**config.mk**
```make
export PLATFORM = sky130hd
export DESIGN_NAME = button_event_arbiter
export DESIGN_NICKNAME = d
export VERILOG_FILES = /design/src/rtl/button_event_arbiter.sv
export SDC_FILE = /design/constraint.sdc
export NUM_CORES = 1
export LEC_CHECK = 0
export CORE_UTILIZATION = 35
export CTS_BUF_LIST = sky130_fd_sc_hd__clkbuf_8
export CTS_CLUSTER_DIAMETER = 100
export DETAILED_ROUTE_END_ITERATION = 8
export HOLD_SLACK_MARGIN = 0.12
export PLACE_DENSITY_LB_ADDON = 0.15
export REMOVE_ABC_BUFFERS = 1
export SYNTH_ARGS = -nofsm -noshare
export SYNTH_HDL_FRONTEND = slang
export SYNTH_SLANG_ARGS = --single-unit
```
**constraint.sdc**
```tcl
create_clock -name clk -period 4.6 [get_ports clk]
set_input_delay 0.92 -clock clk [delete_from_list [all_inputs] [get_ports clk]]
set_output_delay 0.92 -clock clk [all_outputs]
set_load 0.02 [all_outputs]
```
**src/rtl/button_event_arbiter.sv**
```systemverilog
// rtl/button_event_arbiter.sv - turns button presses into round-robin arbitrated single events
module button_event_arbiter #(
  parameter int NUM_BTN     = 4,
  parameter int ID_W        = 2,
  parameter int LOCKOUT_CYC = 16,
  parameter int CNT_W       = 8
) (
  input  logic               clk,
  input  logic               rst,
  input  logic [NUM_BTN-1:0] btn_level,
  input  logic               evt_ready,
  input  logic               clr_err,
  output logic               evt_valid,
  output logic [ID_W-1:0]    evt_id,
  output logic               drop_err,
  output logic               busy
);

  logic [NUM_BTN-1:0] prev_q;
  logic [NUM_BTN-1:0] pending_q, pending_d;
  logic [CNT_W-1:0]   lock_q [NUM_BTN];
  logic [CNT_W-1:0]   lock_d [NUM_BTN];
  logic [ID_W-1:0]    last_q, last_d;
  logic [ID_W-1:0]    id_q, id_d;
  logic               valid_q, valid_d;
  logic               err_q, err_d;

  logic [NUM_BTN-1:0] rise;
  logic               load_ok;
  logic               found;
  logic               grant;
  logic [ID_W-1:0]    grant_idx;
  logic               drop;

  assign rise    = btn_level & ~prev_q;
  assign load_ok = !valid_q || evt_ready;
  assign grant   = found && load_ok;

  // Round-robin pick: nearest pending button after the last grant, wrapping.
  always_comb begin
    found     = 1'b0;
    grant_idx = '0;
    for (int k = 1; k <= NUM_BTN; k++) begin
      for (int i = 0; i < NUM_BTN; i++) begin
        if (!found && pending_q[i] &&
            (last_q == ID_W'((i - k + NUM_BTN) % NUM_BTN))) begin
          found     = 1'b1;
          grant_idx = ID_W'(i);
        end
      end
    end
  end

  // Next state: event channel load/hold, pending set/clear, lockout timers, drop detection.
  always_comb begin
    pending_d = pending_q;
    valid_d   = valid_q;
    id_d      = id_q;
    last_d    = last_q;
    drop      = 1'b0;
    for (int i = 0; i < NUM_BTN; i++) begin
      lock_d[i] = lock_q[i];
    end

    if (grant) begin
      valid_d = 1'b1;
      id_d    = grant_idx;
      last_d  = grant_idx;
    end else if (load_ok) begin
      valid_d = 1'b0;
    end

    for (int i = 0; i < NUM_BTN; i++) begin
      // A grant reload beats the per-cycle countdown.
      if (grant && (grant_idx == ID_W'(i))) begin
        pending_d[i] = 1'b0;
        lock_d[i]    = CNT_W'(LOCKOUT_CYC);
      end else if (lock_q[i] != '0) begin
        lock_d[i] = lock_q[i] - CNT_W'(1);
      end
      // Presses inside the lockout window are bounce and vanish quietly;
      // a press on a button that is already pending (incl. being granted now) is lost.
      if (rise[i] && (lock_q[i] == '0)) begin
        if (pending_q[i]) begin
          drop = 1'b1;
        end else begin
          pending_d[i] = 1'b1;
        end
      end
    end

    if (drop) begin
      err_d = 1'b1;
    end else if (clr_err) begin
      err_d = 1'b0;
    end else begin
      err_d = err_q;
    end
  end

  // State registers; prev_q resets high so buttons held through reset need a fresh press.
  always_ff @(posedge clk) begin
    if (rst) begin
      prev_q    <= '1;
      pending_q <= '0;
      last_q    <= ID_W'(NUM_BTN - 1);
      id_q      <= '0;
      valid_q   <= 1'b0;
      err_q     <= 1'b0;
      for (int i = 0; i < NUM_BTN; i++) begin
        lock_q[i] <= '0;
      end
    end else begin
      prev_q    <= btn_level;
      pending_q <= pending_d;
      last_q    <= last_d;
      id_q      <= id_d;
      valid_q   <= valid_d;
      err_q     <= err_d;
      for (int i = 0; i < NUM_BTN; i++) begin
        lock_q[i] <= lock_d[i];
      end
    end
  end

  assign evt_valid = valid_q;
  assign evt_id    = id_q;
  assign drop_err  = err_q;
  assign busy      = (|pending_q) | valid_q;

endmodule

```
==> Word-level counts from Yosys, hierarchy flattened <==
Memories as Yosys holds them, arrays and structs flattened.
Index checks and enable logic that the tools add are counted.
{ "word_totals": {"regBits": 14, "latch_bits": 0, "mem_bits_rw": 32, "mem_bits_ro": 0, "inputBits": 8, "out_inout_bits": 5, "n_memories": 1} }
{ "classes": {"n_addsub": 4, "mul": 0, "n_div": 0, "order_cmp": 0, "n_eq_ne": 6, "shift": 0, "n_mux": 70, "bitwise": 7, "reduce_logical": 70} }
{ "mem_list": {"columns": ["name", "words", "word_bits", "rd", "rd_clocked_by_memory_dff", "wr", "line_no", "rtl"], "rows": [
  ["lock_q", 4, 8, 4, 0, 4, "21", "logic [CNT_W-1:0] lock_q [NUM_BTN];"]
]} }
{ "op_table": {"columns": ["op", "count"], "rows": [
  ["$mux 8", 12],
  ["$mux 1", 44],
  ["$logic_and 1x1->1", 40],
  ["$logic_not 8->1", 4],
  ["$reduce_bool 8->1", 4],
  ["$sub 8x1->8 const B", 4],
  ["$mux 2", 14],
  ["$logic_not 1->1", 16],
  ["$eq 2x2->1 const B", 4],
  ["$or 1x1->1", 5],
  ["$and 4x4->4", 1],
  ["$eq 2x1->1 const B", 2],
  ["$logic_not 2->1", 2],
  ["$not 4->4", 1],
  ["$reduce_bool 2->1", 2],
  ["$reduce_or 4->1", 1],
  ["$logic_or 1x1->1", 1]
]} }

==> Logic depth before layout (Yosys ltp) <==
{ "depth": {"word_depth": 68, "mapped_depth": 8} }

==> Worst setup path after synthesis <==
Ideal clock, no wire load.
{ "synth_path": {"path_type": "in2reg", "startpoint": "input port evt_ready", "endpoint": "memory lock_q[2][2]", "setup_ns": 0.129, "arrival_ns": 1.944, "required_time_ns": 4.471, "path_slack_ns": 2.526, "cell_stages": 5, "path_buffers": 0, "cell_sequence": "nand2b_1 -> nor2b_1 -> nand3_1 -> o21ai_2 -> nor3_1"} }
{ "synth_lines": {"columns": ["element", "line_no", "rtl"], "rows": [
  ["start, declared", "11", "input logic evt_ready,"],
  ["end, declared", "21", null]
]} }

==> Worst setup path after layout <==
{ "layout_path": {"startpoint": "register pending_q[3]", "endpoint": "output port busy"} }
{ "layout_via": {"elab_chain_len": 2} }
{ "layout_lines": {"columns": ["element", "line_no", "rtl"], "rows": [
  ["start, declared", "20", "logic [NUM_BTN-1:0] pending_q, pending_d;"],
  ["start signal, assigned", "115", "pending_q <= pending_d;"],
  ["$reduce_or 4->1", "129", "assign busy = (|pending_q) | valid_q;"],
  ["$or 1x1->1", "129", null],
  ["end, declared", "16", "output logic busy"]
]} }
Every way passes these cells.

==> results.json <==
{
  "status": "finished clean",
  "gp_congestion": 0.715,
  "fin_crit_sh_pct": 59.1,
  "fin_area_sq_mm": 0.00243,
  "maxClockFrequency_mhz": 368,
  "fin_ws_ps": 1880,
  "grt_antenna_before_repair": 0,
  "r2r_slack_ps": 2640,
  "finalMaxSlewViolations": 0,
  "ant_nets": 0,
  "multi_input_area_sq_mm": 0.00113,
  "ys_seq_area_share_pct": 43.1,
  "start_util_pct": 36.3,
  "whs_ps": 471,
  "p_leak_uw": 0.000897,
  "end_kind": "output port",
  "routed_wirelength_um": 3880,
  "die_y_um": 80.1,
  "cts_buffers": 5,
  "clock_sinks": 46,
  "area_growth_pct": 13.8,
  "die-area_sq_mm": 0.00642,
  "ys.warnings.count": 0,
  "clkSlewWorstSetupHoldPaths_ps": 80,
  "r2r_cells": 5,
  "fin_skew_ps": 4.22,
  "period_needed_ps": 2720,
  "clkLatencyLatePin_ps": 290,
  "grt_max_degree": 16,
  "crit_type": "flip-flop to output port",
  "crit_end": "busy",
  "numPortBuffers": 12,
  "r2r_end": "lock_q[3][2]",
  "cts_hold_buf": 0,
  "synth_seq_cells": 46,
  "rsz0062_at_grt": "false",
  "synth_area_leader_cell": "dfxtp_1",
  "antenna_cells": 0,
  "place_hpwl_um": 2740,
  "synth_cells": 243,
  "synth_cell_types": 44,
  "drt-initial-drc-count": 118,
  "drive_gt1_share_pct": 9.73,
  "fillCellCount": 605,
  "die_width_um": 80.1,
  "synth_ff_type": "dfxtp_1",
  "grt_pass1_wl_um": 6560,
  "crit_fanout": 10,
  "place_ws_ps": 1730,
  "worst_slew_pin_slew_ps": 592,
  "dpl_cell_area_sq_mm": 0.00232,
  "syn_area_sq_mm": 0.00214,
  "ctsLongestPathBuffers": 2,
  "relSlewSlack_pct": 60.4,
  "cts_resized": 0,
  "synth-async-reset-ratio_pct": 0,
  "synth_enable_flop_cells": 0,
  "cts_setup_buffers": 0,
  "track_usage_pct": 13.2,
  "drc": 0,
  "reg2reg_from": "pending_q[3]",
  "pwr_density_cell_mw_per_mm2": 715,
  "cts_tree": "built",
  "detail_route.wl_per_cell_um": 11.7,
  "syn_area_per_cell_sq_um": 8.79,
  "crit_arrival_ps": 1800,
  "ir_drop_mv": 0.258,
  "core_area_sq_mm": 0.00589,
  "tns_ps": 0,
  "netlist.area_leader.share_pct": 43.1,
  "vias": 1616,
  "critPathLaunch": "pending_q[3]",
  "final_core_util_pct": 41.3,
  "dr.pass1.iters": 4,
  "seq_area_sq_um": 921,
  "htreeDepth": 2,
  "cp.required_ps": 3680,
  "fp-row-count": 28,
  "grt_pass1_vias": 1441,
  "nNetsFinal": 268,
  "ios": 13,
  "gr-total-overflow": 0,
  "final-setup-viol-count": 0,
  "startpoint_type": "flip-flop",
  "hold_violations": 0,
  "min_path_type": "flip-flop to flip-flop",
  "maxCapViolCount": 0,
  "vias_per_cell": 4.87,
  "root_buffer": "clkbuf_8",
  "synth_top_cells_by_area": "dfxtp_1 43%, xnor2_1 7.0%, nor3_1 5.6%, nor2_1 5.1%, a21oi_1 4.7%"
}
-- flip-flops by register name, indices dropped and copies added, names as in the netlist --
register   cells
evt_valid      1
drop_err       1
prev_q         4
last_q         2
lock_q        32
evt_id         2
pending_q      4
-- logic make-up (layout without fill, tap and decap cells) --
family	Yosys count	after routing	synth area share (%)
compound gates	39	39	11.4
simple gates	111	111	29.6
mux	4	4	1.87
fa+ha+maj	4	4	2.34
buf+inv	20	34	3.81
flops	46	46	43.1
xor+xnor	19	19	7.79
-- power breakdown --
| group | total, uW | internal (uW) | switching, uW | leakage, uW |
|---|---|---|---|---|
| sequential | 651 | 525 | 126 | 0.000379 |
| clock | 288 | 158 | 129 | 0.0000607 |
| combinational | 799 | 387 | 412 | 0.000457 |
-- synth_stat cells (2+ instances only) --
| library cell | instances |
|---|---|
| or4_1 | 2 |
| clkbuf_1 | 2 |
| nor2_1 | 29 |
| a31o_2 | 2 |
| dfxtp_1 | 46 |
| or4_4 | 3 |
| nand3_1 | 7 |
| a21oi_1 | 20 |
| mux2i_1 | 4 |
| a211oi_1 | 2 |
| xnor2_1 | 17 |
| nor4_4 | 2 |
| or2_2 | 5 |
| o21ai_2 | 2 |
| nor3_1 | 24 |
| buf_2 | 5 |
| nor4_1 | 3 |
| inv_1 | 13 |
| nor2b_1 | 11 |
| o21ai_0 | 4 |
| xor2_1 | 2 |
| nand2_1 | 8 |
| ha_1 | 4 |
| nand2b_1 | 6 |
-- metal layers --
layer	GRT usage (%)	routed length, um
met1	17.9	2000
met2	19.8	1710
met3	4.43	118
met4	4.11	43
met5	0	0
-- worst min path at each step --
stage	start	to	slack, ps	depth (start not counted)
after floorplan	lock_q[3][6]	lock_q[3][6]	450	2
after global placement	lock_q[3][6]	lock_q[3][6]	470	2
after detailed placement	evt_id[1]	evt_id[1]	460	2
after CTS	evt_id[1]	evt_id[1]	470	2
after global routing	lock_q[3][6]	lock_q[3][6]	510	2
final	evt_id[1]	evt_id[1]	470	2
-- layout by cell type (no fill, tap or decap), drive strengths merged, types with 2 or more instances in the layout --
cell	synthesis	routed
a211oi	2	2
nor2b	11	11
clkdlybuf4s50	0	12
nor2	30	30
nor3	25	25
or2	6	6
or4	5	5
nand3	7	7
nor4	6	6
nand2b	6	6
ha	4	4
xor2	2	2
xnor2	17	17
mux2i	4	4
a21oi	20	20
a31o	2	2
dfxtp	46	46
nand2	8	8
clkbuf	2	5
o21ai	6	6
inv	13	15
-- worst max-delay path: stages, from the launching register on --
cell,delay [ps]
dfxtp_1,410
nor4_2,460
nand2b_1,90
clkdlybuf4s50_1,540
-- cell type report --
cell class              instances  share of cell area (%)
well taps                      75                    3.86
clock buffers                   5                    2.83
multi-input cells             177                    46.6
clock inverters                 3                    1.54
inverters                      13                    2.01
flip-flops and latches         46                    37.9
repair buffers                 13                    5.25
-- stage by stage --
step / cells / power (uW)
detailed placement: 324 / 1460
global route: 332 / 1890
CTS: 332 / 1760
finish: 332 / 1740
global placement: 324 / 1450
floorplan: 236 / 1290
(Power assumes the default switching activity.)
